<file path="config.mk">
export PLATFORM = sky130hd
export DESIGN_NAME = tv_sequencer
export DESIGN_NICKNAME = d
export VERILOG_FILES = /design/src/rtl/tv_pkg.sv /design/src/rtl/tv_checker.sv /design/src/rtl/tv_sequencer.sv
export SDC_FILE = /design/constraint.sdc
export NUM_CORES = 1
export LEC_CHECK = 0
export ABC_AREA = 1
export CAP_MARGIN = 20
export CORE_ASPECT_RATIO = 0.9
export CORE_UTILIZATION = 50
export CTS_CLUSTER_DIAMETER = 100
export CTS_CLUSTER_SIZE = 8
export DETAILED_ROUTE_END_ITERATION = 10
export PLACE_DENSITY_LB_ADDON = 0.12
export SYNTH_ARGS = -nofsm -noshare
export SYNTH_HDL_FRONTEND = slang
export SYNTH_SLANG_ARGS = --single-unit
export TNS_END_PERCENT = 10
</file>
<file path="constraint.sdc">
create_clock -name clk -period 1.9 [get_ports clk]
set_input_delay 0.285 -clock clk [delete_from_list [all_inputs] [get_ports clk]]
set_output_delay 0.285 -clock clk [all_outputs]
set_load 0.02 [all_outputs]
</file>
<file path="src/rtl/tv_pkg.sv">
// Shared types and helpers for the test-vector sequencer: FSM states, error-count width and
// field extraction for {inputs, expected} packed vector words.
package tv_pkg;

  localparam int unsigned ERR_W     = 16;
  localparam int unsigned SETTLE_W  = 4;
  // Widest vector word the helpers handle; callers cast results down to their field width.
  localparam int unsigned VEC_MAX_W = 64;

  typedef enum logic [2:0] {
    StIdle,
    StFetch,
    StLoad,
    StWait,
    StCheck,
    StDone
  } tv_state_e;

  function automatic logic [VEC_MAX_W-1:0] vec_inputs(input logic [VEC_MAX_W-1:0] word,
                                                       input int unsigned out_w);
    return word >> out_w;
  endfunction

  function automatic logic [VEC_MAX_W-1:0] vec_expected(input logic [VEC_MAX_W-1:0] word,
                                                         input int unsigned out_w);
    return word & ~({VEC_MAX_W{1'b1}} << out_w);
  endfunction

endpackage

</file>
<file path="src/rtl/tv_checker.sv">
// Response checker: compares the DUT output with the expected field during CHECK, keeps a
// saturating mismatch count, captures the first failing vector index and strobes err_pulse.
module tv_checker
  import tv_pkg::*;
#(
  parameter int unsigned OUT_W  = 1,
  parameter int unsigned ADDR_W = 14
) (
  input  logic              clk,
  input  logic              reset,
  input  logic              clear_i,
  input  logic              check_i,
  input  logic [OUT_W-1:0]  dut_out_i,
  input  logic [OUT_W-1:0]  exp_i,
  input  logic [ADDR_W-1:0] vec_idx_i,
  output logic              mismatch_o,
  output logic              err_pulse_o,
  output logic [ERR_W-1:0]  errors_o,
  output logic [ADDR_W-1:0] first_fail_o
);

  logic              err_pulse_q, err_pulse_d;
  logic [ERR_W-1:0]  errors_q, errors_d;
  logic [ADDR_W-1:0] first_fail_q, first_fail_d;

  assign mismatch_o = check_i && (dut_out_i != exp_i);

  always_comb begin
    err_pulse_d  = 1'b0;
    errors_d     = errors_q;
    first_fail_d = first_fail_q;
    if (clear_i) begin
      errors_d     = '0;
      first_fail_d = '0;
    end else if (mismatch_o) begin
      err_pulse_d = 1'b1;
      if (errors_q != '1) errors_d = errors_q + ERR_W'(1);
      if (errors_q == '0) first_fail_d = vec_idx_i;
    end
  end

  always_ff @(posedge clk) begin
    if (reset) begin
      err_pulse_q  <= 1'b0;
      errors_q     <= '0;
      first_fail_q <= '0;
    end else begin
      err_pulse_q  <= err_pulse_d;
      errors_q     <= errors_d;
      first_fail_q <= first_fail_d;
    end
  end

  assign err_pulse_o  = err_pulse_q;
  assign errors_o     = errors_q;
  assign first_fail_o = first_fail_q;

endmodule

</file>
<file path="src/rtl/tv_sequencer.sv">
// Test-vector sequencer: fetches {inputs, expected} words, drives the DUT, waits SETTLE cycles
// and hands the response to tv_checker. Each vector costs FETCH + LOAD + SETTLE + CHECK cycles.
module tv_sequencer
  import tv_pkg::*;
#(
  parameter int unsigned IN_W        = 3,
  parameter int unsigned OUT_W       = 1,
  parameter int unsigned ADDR_W      = 14,
  parameter int unsigned SETTLE      = 1,
  parameter bit          STOP_ON_ERR = 1'b0
) (
  input  logic                  clk,
  input  logic                  reset,
  input  logic                  start,
  input  logic [ADDR_W:0]       num_vectors,
  output logic [ADDR_W-1:0]     mem_addr,
  output logic                  mem_rd_en,
  input  logic [IN_W+OUT_W-1:0] mem_rdata,
  output logic [IN_W-1:0]       dut_in,
  input  logic [OUT_W-1:0]      dut_out,
  output logic                  busy,
  output logic                  done,
  output logic                  pass,
  output logic                  err_pulse,
  output logic [ERR_W-1:0]      errors,
  output logic [ADDR_W:0]       vec_count,
  output logic [ADDR_W-1:0]     first_fail
);

  localparam int unsigned CW = ADDR_W + 1;

  tv_state_e         state_q, state_d;
  logic [CW-1:0]     num_q, num_d;
  logic [CW-1:0]     vec_count_q, vec_count_d;
  logic [IN_W-1:0]   dut_in_q, dut_in_d;
  logic [OUT_W-1:0]  exp_q, exp_d;
  logic [SETTLE_W-1:0] settle_q, settle_d;
  logic              start_ok;
  logic              mismatch;
  logic              last_vec;

  // Restart is allowed straight from DONE; a start while busy is dropped.
  assign start_ok = start && ((state_q == StIdle) || (state_q == StDone));
  assign last_vec = (vec_count_q + CW'(1)) == num_q;

  always_comb begin
    state_d     = state_q;
    num_d       = num_q;
    vec_count_d = vec_count_q;
    dut_in_d    = dut_in_q;
    exp_d       = exp_q;
    settle_d    = settle_q;
    mem_rd_en   = 1'b0;
    mem_addr    = '0;
    unique case (state_q)
      StIdle, StDone: begin
        if (start) begin
          num_d       = num_vectors;
          vec_count_d = '0;
          state_d     = (num_vectors == '0) ? StDone : StFetch;
        end
      end
      StFetch: begin
        mem_rd_en = 1'b1;
        mem_addr  = vec_count_q[ADDR_W-1:0];
        state_d   = StLoad;
      end
      StLoad: begin
        dut_in_d = IN_W'(vec_inputs(VEC_MAX_W'(mem_rdata), OUT_W));
        exp_d    = OUT_W'(vec_expected(VEC_MAX_W'(mem_rdata), OUT_W));
        settle_d = SETTLE_W'(SETTLE);
        state_d  = StWait;
      end
      StWait: begin
        settle_d = settle_q - SETTLE_W'(1);
        if (settle_q <= SETTLE_W'(1)) state_d = StCheck;
      end
      StCheck: begin
        vec_count_d = vec_count_q + CW'(1);
        if (last_vec || (STOP_ON_ERR && mismatch)) state_d = StDone;
        else state_d = StFetch;
      end
      default: state_d = StIdle;
    endcase
  end

  always_ff @(posedge clk) begin
    if (reset) begin
      state_q     <= StIdle;
      num_q       <= '0;
      vec_count_q <= '0;
      dut_in_q    <= '0;
      exp_q       <= '0;
      settle_q    <= '0;
    end else begin
      state_q     <= state_d;
      num_q       <= num_d;
      vec_count_q <= vec_count_d;
      dut_in_q    <= dut_in_d;
      exp_q       <= exp_d;
      settle_q    <= settle_d;
    end
  end

  tv_checker #(
    .OUT_W (OUT_W),
    .ADDR_W(ADDR_W)
  ) u_checker (
    .clk         (clk),
    .reset       (reset),
    .clear_i     (start_ok),
    .check_i     (state_q == StCheck),
    .dut_out_i   (dut_out),
    .exp_i       (exp_q),
    .vec_idx_i   (vec_count_q[ADDR_W-1:0]),
    .mismatch_o  (mismatch),
    .err_pulse_o (err_pulse),
    .errors_o    (errors),
    .first_fail_o(first_fail)
  );

  assign dut_in    = dut_in_q;
  assign vec_count = vec_count_q;
  assign busy      = (state_q == StFetch) || (state_q == StLoad) ||
                     (state_q == StWait) || (state_q == StCheck);
  assign done      = (state_q == StDone);
  assign pass      = done && (errors == '0);

endmodule
</file>
Word level (Yosys, flattened, before mapping)
Index checks and enable logic that the tools add are counted.
- add/subtract/negate cells: 3
- order comparisons: 1
- equal/unequal tests: 10
- multiplexer cells: 11
- reductions and logical operators: 19
- operators with widths (cell ; number):
    $pmux W15 S2 ; 1
    $add A16 B1 Y16 const B ; 1
    $logic_not A16 Y1 ; 1
    $ne A16 B16 Y1 const B ; 1
    $add A15 B1 Y15 const B ; 1
    $eq A15 B15 Y1 ; 1
    $logic_not A15 Y1 ; 1
    $mux W15 ; 1
    $pmux W3 S5 ; 1
    $mux W14 ; 1
    $mux W3 ; 4
    $reduce_and A2 Y1 ; 5
    $pmux W4 S2 ; 1
    $eq A3 B2 Y1 const B ; 2
    $eq A3 B3 Y1 const B ; 2
    $le A4 B1 Y1 const B ; 1
    $logic_or A1 B1 Y1 ; 4
    $ne A2 B2 Y1 const B ; 2
    $reduce_bool A2 Y1 ; 2
    $reduce_or A2 Y1 ; 2
    $sub A4 B1 Y4 const B ; 1
    $eq A3 B1 Y1 const B ; 1
    $logic_and A1 B1 Y1 ; 3
    $logic_not A3 Y1 ; 1
    other kinds (2) ; 3
- flip-flop bits (word level): 72
- output and inout port bits: 67
- word-level logic and storage cells: 53

Depth between registers and ports, before layout
Gate-level depths: netlist of the first run.
- word-level depth: 4
- gate-level depth with buffers: 15
- depth with buffers taken out: 15

Modules after synthesis
Synthesis of the first run repeated with hierarchy kept, for this count alone.
- cell total of the unflattened synthesis: 652
- area, all modules: 4205.3 sq um
- modules (own cells, without submodules) (module ; times used ; cells each ; area each (sq um) ; seq. area each (sq um)):
    tv_sequencer ; 1 ; 389 ; 2481.1 ; 820.8
    tv_checker ; 1 ; 263 ; 1724.2 ; 620.6

Least setup slack after synthesis of the first run
Ideal clock, no wire load.
- path kind: reg2reg
- start: register vec_count_q[1], in the netlist vec_count[1]
- end: register state_q[2]
- data arrival time: 1797 ps
- required time: 1830 ps
- path slack: 33 ps
- cell stages (with the launch flop): 14
- path buffers: 0
- clock period less this slack: 1867 ps
- cells stage by stage: dfxtp_1 > ha_1 > nand2_1 > nor2_2 > nand2_1 > o21bai_1 > nand2_1 > nand2_1 > nand2_1 > nor2_1 > nand3_1 > nand2_1 > nand2_1 > a21oi_1
- longest elaborated chain between the ends: 4
- RTL lines (item ; RTL line ; source):
    start: declaration ; tv_sequencer.sv:34 ; logic [CW-1:0] vec_count_q, vec_count_d;
    start signal: assignment ; tv_sequencer.sv:98 ; vec_count_q <= vec_count_d;
    $add A15 B1 Y15 ; tv_sequencer.sv:44 ; assign last_vec = (vec_count_q + CW'(1)) == num_q;
    $eq A15 B15 Y1 ; tv_sequencer.sv:44 ;
    $mux W3 ; tv_sequencer.sv:80 ; if (last_vec || (STOP_ON_ERR && mismatch)) state_d = StDone;
    $pmux W3 S5 ; tv_sequencer.sv:55 ; unique case (state_q)
    end signal: assignment ; tv_sequencer.sv:89 ; state_q <= StIdle;
    end signal: assignment ; tv_sequencer.sv:96 ; state_q <= state_d;
    end: declaration ; tv_sequencer.sv:32 ; tv_state_e state_q, state_d;
No other way between the ends.
A chain may end at the register's enable or synchronous reset.

Worst setup path in the final report of the first run
- start: register u_checker.errors_q[6], in the netlist u_checker.errors_o[6]
- end: output pass
- longest elaborated chain between the ends: 2
- RTL lines (item ; RTL line ; source):
    start: declaration ; tv_checker.sv:23 ; logic [ERR_W-1:0] errors_q, errors_d;
    start signal: assignment ; tv_checker.sv:49 ; errors_q <= errors_d;
    $logic_not A16 Y1 ; tv_sequencer.sv:127 ; assign pass = done && (errors == '0);
    $logic_and A1 B1 Y1 ; tv_sequencer.sv:127 ;
    end: declaration ; tv_sequencer.sv:23 ; output logic pass,
No other way between the ends.

==> flow_summary.toml, run 1 <==
[synthesis]
ys_top_cells_by_area = "dfxtp_1, nand2_1, a21oi_1"
synth_top_flop_cell = "dfxtp_1"
synth.most_common_cell = "nand2_1"
ys_seq_elements = 72
async_reset_ff_frac = 0
avgSynthCellArea_um2 = 6.613
syn_nets = 592
synth_area_mm2 = 0.003730
yosysTopAreaCellShare = 0.3864
ys_seq_area_frac = 0.3864
synth_warnings = 0
synth_edf_count = 0
synth.distinct_cells = 36
synth_top_area_cell = "dfxtp_1"
synthTopCellsByCount = "nand2_1, inv_1, dfxtp_1"
syn_inst = 564

[timing]
tightest_slew_ps = 431.7
finalSetupViolCount = 0
fin_tns_setup_ps = 0
rsz0062_at_grt = "true"
hold_viol_final = 0
finalCritPeriodShare = 0.9842
fmax_ghz = 0.5348
finClkSkew_ps = 7.107
drv_slew = 0
max_slew_margin = 0.7119
holdWs_ps = 446.4
period_needed_ps = 1870

[clock_tree]
holdBufCountCts = 0
clkTransAtPathRegs_ps = 80
clock_path_buffers = 2
cts_tree = "yes"
htreeDepth = 3
root_buffer = "clkbuf_8"
cts_num_sinks = 72
cts_made_buffers = 9
insertion_delay_ps = 350

[placement]
io_buffer_count = 89
place_area_mm2 = 0.005154
gp_congestion = 0.8892
place_hpwl_um = 8097

[floorplanning]
num_io_pins = 90
die_area_mm2 = 0.007809
dieWidth_um = 93.04
coreArea_mm2 = 0.007148
die_y_um = 83.94
start_util = 0.5218
rows = 29

[grt]
overflow = 0
grt_pass1_wl_um = 17910
grt_start_max_net_pins = 27
track_usage = 0.2875
antenna_found_initial = 0
grt_pass1_vias = 3881

[pwr]
p_leak_nw = 2.196
p_clk_frac = 0.377
p_comb_frac = 0.198
p_total_w = 0.003910
p_int_w = 0.002793
power_switching_w = 0.001117
ir_drop_mv = 0.6346
powerDensity_mw_per_mm2 = 714.8
p_sw_frac = 0.2858
pwr-share-seq = 0.425

[worst_setup_path]
start_kind = "register"
cp.arrival_ps = 1580
required_ps = 1620
critPathKind = "reg2out"
crit_path_max_fanout = 2
endpoint_kind = "output pin"
reg2reg_depth = 12

[routing]
totalWireLength_um = 10770
ant_nets = 0
post-route-drc-count = 0
routed_via_density = 5.150
firstDrtPassIters = 6
wire_per_inst_um = 13.23
drtIter0Drc = 237
via_count = 4192

[cells_and_area]
syn_to_final_growth_pct = 46.66
fin_util = 0.7653
final_nets = 744
diodes = 0
drive_gt1_frac = 0.2080
stdcell_area_mm2 = 0.005470

[min_path]
hold_class = "reg2reg"
min_path_cells = 2

[run]
drv_cap = 0

[outcome]
status = "finished, final reports clean"
[per-layer routing]
| metal | vias up | track usage | wire [µm] |
|---|---|---|---|
| li1 | 2136 | - | - |
| met5 | - | 0 | 0 |
| met1 | 1867 | 0.3729 | 4848 |
| met2 | 170 | 0.4766 | 5120 |
| met4 | 0 | 0.09371 | 172 |
| met3 | 19 | 0.05647 | 628 |
[final cells by class]
type | instances | area [µm²]
Clock buffer | 9 | 123.9
Clock inverter | 7 | 120.1
Fill cell | 577 | 1678
Inverter | 89 | 334.1
Multi-Input combinational cell | 390 | 1991
Sequential cell | 72 | 1451
Tap cell | 93 | 116.4
Timing Repair Buffer | 154 | 1334
[placed cells by master (no fill, tap or decap), types with 2 or more instances in the layout]
cell / instances
clkinv_4: 2
a21oi_1: 62
inv_1: 77
o21ai_0: 37
nand2_1: 117
nand3_2: 2
ha_2: 2
nand3_1: 47
nand2_4: 2
buf_2: 8
nor2_2: 13
clkdlybuf4s50_1: 71
inv_2: 11
clkbuf_8: 9
nand2_2: 4
xor2_1: 3
nor3_1: 7
dfxtp_1: 64
bufinv_16: 3
nand4_1: 12
o21ai_1: 6
nor2_4: 4
nor4_1: 3
buf_4: 71
or2_0: 3
dfxtp_2: 8
ha_1: 3
nor2_1: 47
nand3b_1: 2
[per-stage QoR]
| stage | setup slack (ps) | std cells |
|---|---|---|
| 6_report | 30.11 | 814 |
| 5_1_grt | -73.60 | 814 |
| 4_1_cts | -194.3 | 810 |
| 3_5_place_dp | -231.2 | 794 |
| 3_3_place_gp | -163.7 | 794 |
| 2_1_floorplan | 32.81 | 564 |
[cell families after synthesis]
| logic type | share of synthesized area |
|---|---|
| and+or+nand+nor | 0.3197 |
| AOI/OAI and AO/OA | 0.1577 |
| xor gates and xnor gates | 0.01543 |
| DFF | 0.3864 |
| buffers and inverters | 0.1040 |
| adders and majority gates | 0.01677 |
[sequential cells by signal, summed over array words and instances (netlist names)]
signal                  cells
dut_in                      3
exp_q                       1
num_q                      15
settle_q                    4
state_q                     3
u_checker.err_pulse_o       1
u_checker.errors_o         16
u_checker.first_fail_o     14
vec_count                  15
[critical path, stage by stage (launching register included)]
cell	delay, ps
dfxtp_1	310
nor2_1	190
nand3_1	160
nor4_4	260
inv_1	70
nor2_1	90
buf_4	140
[power groups by stage]
stage	combinational [W]	clock (W)	sequential (W)
2_1_floorplan	0.000453	0	0.00170
3_3_place_gp	0.000730	0	0.00169
3_5_place_dp	0.000751	0	0.00169
4_1_cts	0.000751	0.00150	0.00166
5_1_grt	0.000855	0.00156	0.00167
6_report	0.000773	0.00148	0.00166
[path summary, 6_finish.rpt]
path	startpoint	to	slack, ps
worst max-delay path	u_checker.errors_o[6]	pass	30
worst min-delay path	u_checker.first_fail_o[4]	u_checker.first_fail_o[4]	450
worst max register to register	state_q[0]	u_checker.errors_o[15]	50
worst min register to register	u_checker.first_fail_o[4]	u_checker.first_fail_o[4]	450
[repair_timing]
item,in CTS,in global routing
setup buffers,0,4
gates resized for setup,65,41
pin swaps,1,3
endpoints found under the setup margin,19,37
Power figures use the tool's default switching activity.
==> run 2: changes to the inputs <==
--- a/config.mk
+++ b/config.mk
@@ -6,10 +6,11 @@
 export NUM_CORES = 1
 export LEC_CHECK = 0
 export ABC_AREA = 1
+export ABC_CLOCK_PERIOD_IN_PS = 1900
 export CAP_MARGIN = 20
 export CORE_ASPECT_RATIO = 0.9
+export CORE_MARGIN = 4
 export CORE_UTILIZATION = 50
-export CTS_CLUSTER_DIAMETER = 100
 export CTS_CLUSTER_SIZE = 8
 export DETAILED_ROUTE_END_ITERATION = 10
 export PLACE_DENSITY_LB_ADDON = 0.12
==> run 2 against run 1 <==
  * Die area is 14% higher
  * Sequential share of layout area hardly changed
  * Final cell count is 0.49% lower
  * Non-clock buffer count is 4 lower
  * Utilization is 0.33 points higher
  * Sequential power hardly changed
  * Register-to-register slack hardly changed
  * Sequential cell count stayed put
  * Global-route usage is 5.0 points lower
  * Critical path depth stayed put
==> flow_summary.toml, run 2 (synthesized netlist as in run 1, its figures left out) <==
[worst_setup_path]
worstReg2RegStart = "state_q[0]"
crit_slowest_cell = "nor4_4"
crit_path_cell_trace = "inv_1 > nand4_1 > nor4_4 > inv_1 > nor2_1 > buf_4"
required_ps = 1620
path_common_cell = "inv_1"
start_kind = "register"
critPathKind = "reg2out"
endpoint_kind = "output pin"
cpLargestDelayFamily = "simple AND/OR/NAND/NOR gates"
reg2reg_depth = 12
slowest_delay_ps = 350
cp.arrival_ps = 1590
path_buf_inv = 3
reg2reg_to = "u_checker.errors_o[15]"
crit_path_start = "u_checker.errors_o[13]"
regToRegSetupSlack_ps = 60
crit_path_max_fanout = 2

[cells_and_area]
fin_util = 0.7686
diodes = 0
syn_to_final_growth_pct = 47.30
drive_gt1_frac = 0.2148
mostFrequentLayoutCell = "nand2_1"
final_nets = 740
largest_reg_flops = 16
final_cell_mix = "nand2_1, inv_1, clkdlybuf4s50_1"

[clock_tree]
cts_num_sinks = 72
clkTransAtPathRegs_ps = 80
root_buffer = "clkbuf_8"
insertion_delay_ps = 360
clock_path_buffers = 2
cts_tree = "yes"
cts_made_buffers = 9
htreeDepth = 3

[timing]
finClkSkew_ps = 12.55
fin_tns_setup_ps = 0
finalCritPeriodShare = 0.9874
drv_slew = 0
max_slew_margin = 0.7245
finalSetupViolCount = 0
tightest_slew_ps = 412.8
rsz0062_at_grt = "true"
period_needed_ps = 1876
hold_viol_final = 0
fmax_ghz = 0.5330
holdWs_ps = 453.0

[floorplanning]
dieWidth_um = 99.04
start_util = 0.5218
die_area_mm2 = 0.008907
die_y_um = 89.94
rows = 29
num_io_pins = 90
coreArea_mm2 = 0.007148

[routing]
firstDrtPassIters = 5
ant_nets = 0
totalWireLength_um = 10960
wire_per_inst_um = 13.54
routed_via_density = 5.186
post-route-drc-count = 0
drtIter0Drc = 263
via_count = 4201

[grt]
track_usage = 0.2374
grt_pass1_wl_um = 17450
grt_pass1_vias = 3834
grt_start_max_net_pins = 29
overflow = 0
antenna_found_initial = 0

[pwr]
pwr-share-seq = 0.425
powerDensity_mw_per_mm2 = 710.0
p_clk_frac = 0.379
p_leak_nw = 2.187
power_switching_w = 0.001118
p_comb_frac = 0.196
p_sw_frac = 0.2865
p_int_w = 0.002783
ir_drop_mv = 0.9794

[min_path]
hp-start = "u_checker.first_fail_o[9]"
hold_class = "reg2reg"
min_path_cells = 2
min_to = "u_checker.first_fail_o[9]"

[run]
drv_cap = 0

[placement]
io_buffer_count = 89
place_hpwl_um = 8388
gp_congestion = 0.9281

[outcome]
status = "finished, final reports clean"
-- run 2: worst min-delay path: stages (launching register included) --
cell and delay, ps:
dfxtp_1 320, inv_1 50, a21oi_1 50
-- run 2: timing repair --
item | CTS | global route
pin swaps | 0 | 9
gates cloned | 0 | 0
setup endpoints to repair | 19 | 39
setup buffers | 0 | 5
hold buffers | 0 | 0
gates resized for setup | 57 | 64
-- run 2: per-layer routing --
| metal | GRT usage | routed length (µm) |
|---|---|---|
| met1 | 0.3087 | 4916 |
| met2 | 0.3954 | 5182 |
| met3 | 0.05341 | 686 |
| met4 | 0.06371 | 178 |
| met5 | 0 | 0 |
-- run 2: area by class of cell --
cell class | count | area, µm²
tap | 93 | 116.4
timing repair buffer | 150 | 1314
clock buffer | 9 | 123.9
multi-input combinational | 390 | 2029
inverter | 89 | 334.1
clock inverter | 7 | 120.1
sequential | 72 | 1456
fill | 559 | 1654
-- run 2: power groups by stage --
stage | Sequential (W) | Combinational [W] | Clock [W]
after global placement | 0.00169 | 0.000727 | 0
after CTS | 0.00166 | 0.000744 | 0.00149
final | 0.00166 | 0.000763 | 0.00148
after detailed placement | 0.00169 | 0.000746 | 0
after floorplan | 0.00170 | 0.000453 | 0
after global routing | 0.00167 | 0.000854 | 0.00155
-- run 2: how the worst max path moves through the flow --
| stage | to | cells past startpoint | slack (ps) |
|---|---|---|---|
| detailed placement | pass | 7 | -210 |
| floorplan | state_q[2] | 13 | 30 |
| finish | pass | 6 | 20 |
| CTS | pass | 7 | -140 |
| global placement | pass | 7 | -150 |
| global route | state_q[2] | 11 | -140 |
-- run 2: per-stage QoR --
step	setup slack (ps)	total power [W]	instances	instance area [µm²]
global route	-144.3	0.004079	810	5494
detailed placement	-208.4	0.002437	789	5129
CTS	-139.7	0.003889	805	5366
finish	23.87	0.003901	810	5494
floorplan	32.81	0.002150	564	3730
global placement	-147.8	0.002414	789	5129
==> run 3: changes to the inputs <==
--- a/config.mk
+++ b/config.mk
@@ -11,8 +11,9 @@
 export CORE_ASPECT_RATIO = 0.9
 export CORE_MARGIN = 4
 export CORE_UTILIZATION = 50
-export CTS_CLUSTER_SIZE = 8
+export CTS_CLUSTER_SIZE = 14
 export DETAILED_ROUTE_END_ITERATION = 10
+export MAX_ROUTING_LAYER = met4
 export PLACE_DENSITY_LB_ADDON = 0.12
 export SYNTH_ARGS = -nofsm -noshare
 export SYNTH_HDL_FRONTEND = slang
==> run 3 against run 2 <==
  * Sequential cell count did not move
  * Total power fell by 6.5%
  * Global-route usage rose by 0.89 points
  * Non-clock buffer count fell by 7
  * Die area did not move
  * First-iteration DRC count fell by 30%
  * Clock-buffer cell count rose by 1
  * Wire length fell by 1.4%
  * Critical path type unchanged
  * Critical endpoint unchanged
  * Highest routed layer unchanged
==> flow_summary.toml, run 3 (synthesized netlist as in run 1, its figures left out) <==
[outcome]
status = "finished, final reports clean"

[placement]
place_area_mm2 = 0.005106
place_hpwl_um = 8350
gp_congestion = 0.9481
io_buffer_count = 89

[floorplanning]
num_io_pins = 90
start_util = 0.5218
coreArea_mm2 = 0.007148
die_area_mm2 = 0.008907
dieWidth_um = 99.04
die_y_um = 89.94
rows = 29

[min_path]
min_path_cells = 2
hp-start = "u_checker.first_fail_o[7]"
hold_class = "reg2reg"

[worst_setup_path]
slowest_delay_ps = 360
crit_path_cell_trace = "inv_1 > nand4_1 > nor4_4 > inv_1 > nor2_1 > buf_4"
start_kind = "register"
required_ps = 1620
crit_path_max_fanout = 2
cp.arrival_ps = 1580
path_common_cell = "inv_1"
endpoint_kind = "output pin"
reg2reg_depth = 12
crit_path_start = "u_checker.errors_o[13]"
critPathKind = "reg2out"
crit_slowest_cell = "nor4_4"
worstReg2RegStart = "state_q[0]"

[clock_tree]
htreeDepth = 3
clkTransAtPathRegs_ps = 80
cts_tree = "yes"
insertion_delay_ps = 350
cts_made_buffers = 9
root_buffer = "clkbuf_8"
cts_num_sinks = 72
clock_path_buffers = 2

[pwr]
ir_drop_mv = 0.6930
powerDensity_mw_per_mm2 = 678.2
p_leak_nw = 2.124
p_total_w = 0.003647

[timing]
hold_viol_final = 0
rsz0062_at_grt = "true"
finClkSkew_ps = 13.75
finalSetupViolCount = 0
drv_slew = 0
max_slew_margin = 0.7139
tightest_slew_ps = 428.6
period_needed_ps = 1866
finalCritPeriodShare = 0.9821
fmax_ghz = 0.5359

[cells_and_area]
final_nets = 733
diodes = 0
final_cell_mix = "nand2_1, inv_1, clkdlybuf4s50_1"
largest_reg_flops = 16
mostFrequentLayoutCell = "nand2_1"
syn_to_final_growth_pct = 44.18
drive_gt1_frac = 0.1958
stdcell_area_mm2 = 0.005378

[routing]
totalWireLength_um = 10810
routed_via_density = 5.108
post-route-drc-count = 0
via_count = 4102
drtIter0Drc = 183
firstDrtPassIters = 5
wire_per_inst_um = 13.46
ant_nets = 0

[grt]
track_usage = 0.2463
grt_pass1_vias = 3695
grt_pass1_wl_um = 17510
antenna_found_initial = 0
overflow = 0
grt_start_max_net_pins = 29

[run]
drv_cap = 0
## run 3: cell types whose count changed in the layout (fill, tap and decap cells not counted), moves of 3 or more
| cell | before | now |
|---|---|---|
| buf_2 | 7 | 12 |
| nor2_1 | 48 | 51 |
| nor2_2 | 10 | 7 |
| buf_4 | 67 | 56 |
## run 3: per-layer routing
layer,routed length [µm],share of wire,up-vias,GRT usage
met3,660,0.061,11,0.03870
met5,0,0,-,-
met2,5087,0.47,133,0.3971
li1,-,-,2113,-
met4,140,0.013,0,0.06940
met1,4924,0.46,1845,0.3204
## run 3: timing repair
item	in CTS	in global routing
setup buffers	0	1
pin swaps	0	7
gates resized for setup	55	53
hold buffers	0	0
endpoints found under the setup margin	19	43
## run 3: critical path, delay by kind of cell, from the launching register on
family | cells | cell delay (ps)
buffers and inverters | 3 | 300
and+or+nand+nor | 3 | 630
DFF | 1 | 330
## run 3: final timing paths
kind,to,slack [ps]
max,pass,30
min,u_checker.first_fail_o[7],440
max reg2reg,u_checker.errors_o[15],50
min reg2reg,u_checker.first_fail_o[7],440
## run 3: area by class of cell
class / count / area [µm²]
clock buffers: 10 / 127.6
clock inverters: 6 / 68.82
fillers: 595 / 1770
inverters: 89 / 334.1
multi-input cells: 390 / 2032
flip-flops and latches: 72 / 1454
well taps: 93 / 116.4
repair buffers: 143 / 1245
## run 3: stage by stage
stage / setup TNS, ps / setup WS, ps / hold slack [ps] / utilization / std cells
floorplan: 0 / 32.81 / 354.4 / - / 564
global placement: -834.1 / -170.9 / 430.0 / 0.7143 / 786
detailed placement: -1692 / -193.1 / 434.9 / 0.7143 / 786
CTS: -238.7 / -167.8 / 447.7 / 0.7406 / 802
global route: -269.7 / -103.6 / 473.2 / 0.7523 / 803
finish: 0 / 33.93 / 444.4 / 0.7523 / 803
## run 3: power by group
group / switching, W / total (W) / internal (W)
clock: 0.000615 / 0.00123 / 0.000614
sequential: 0.0000560 / 0.00166 / 0.00160
combinational: 0.000456 / 0.000760 / 0.000304
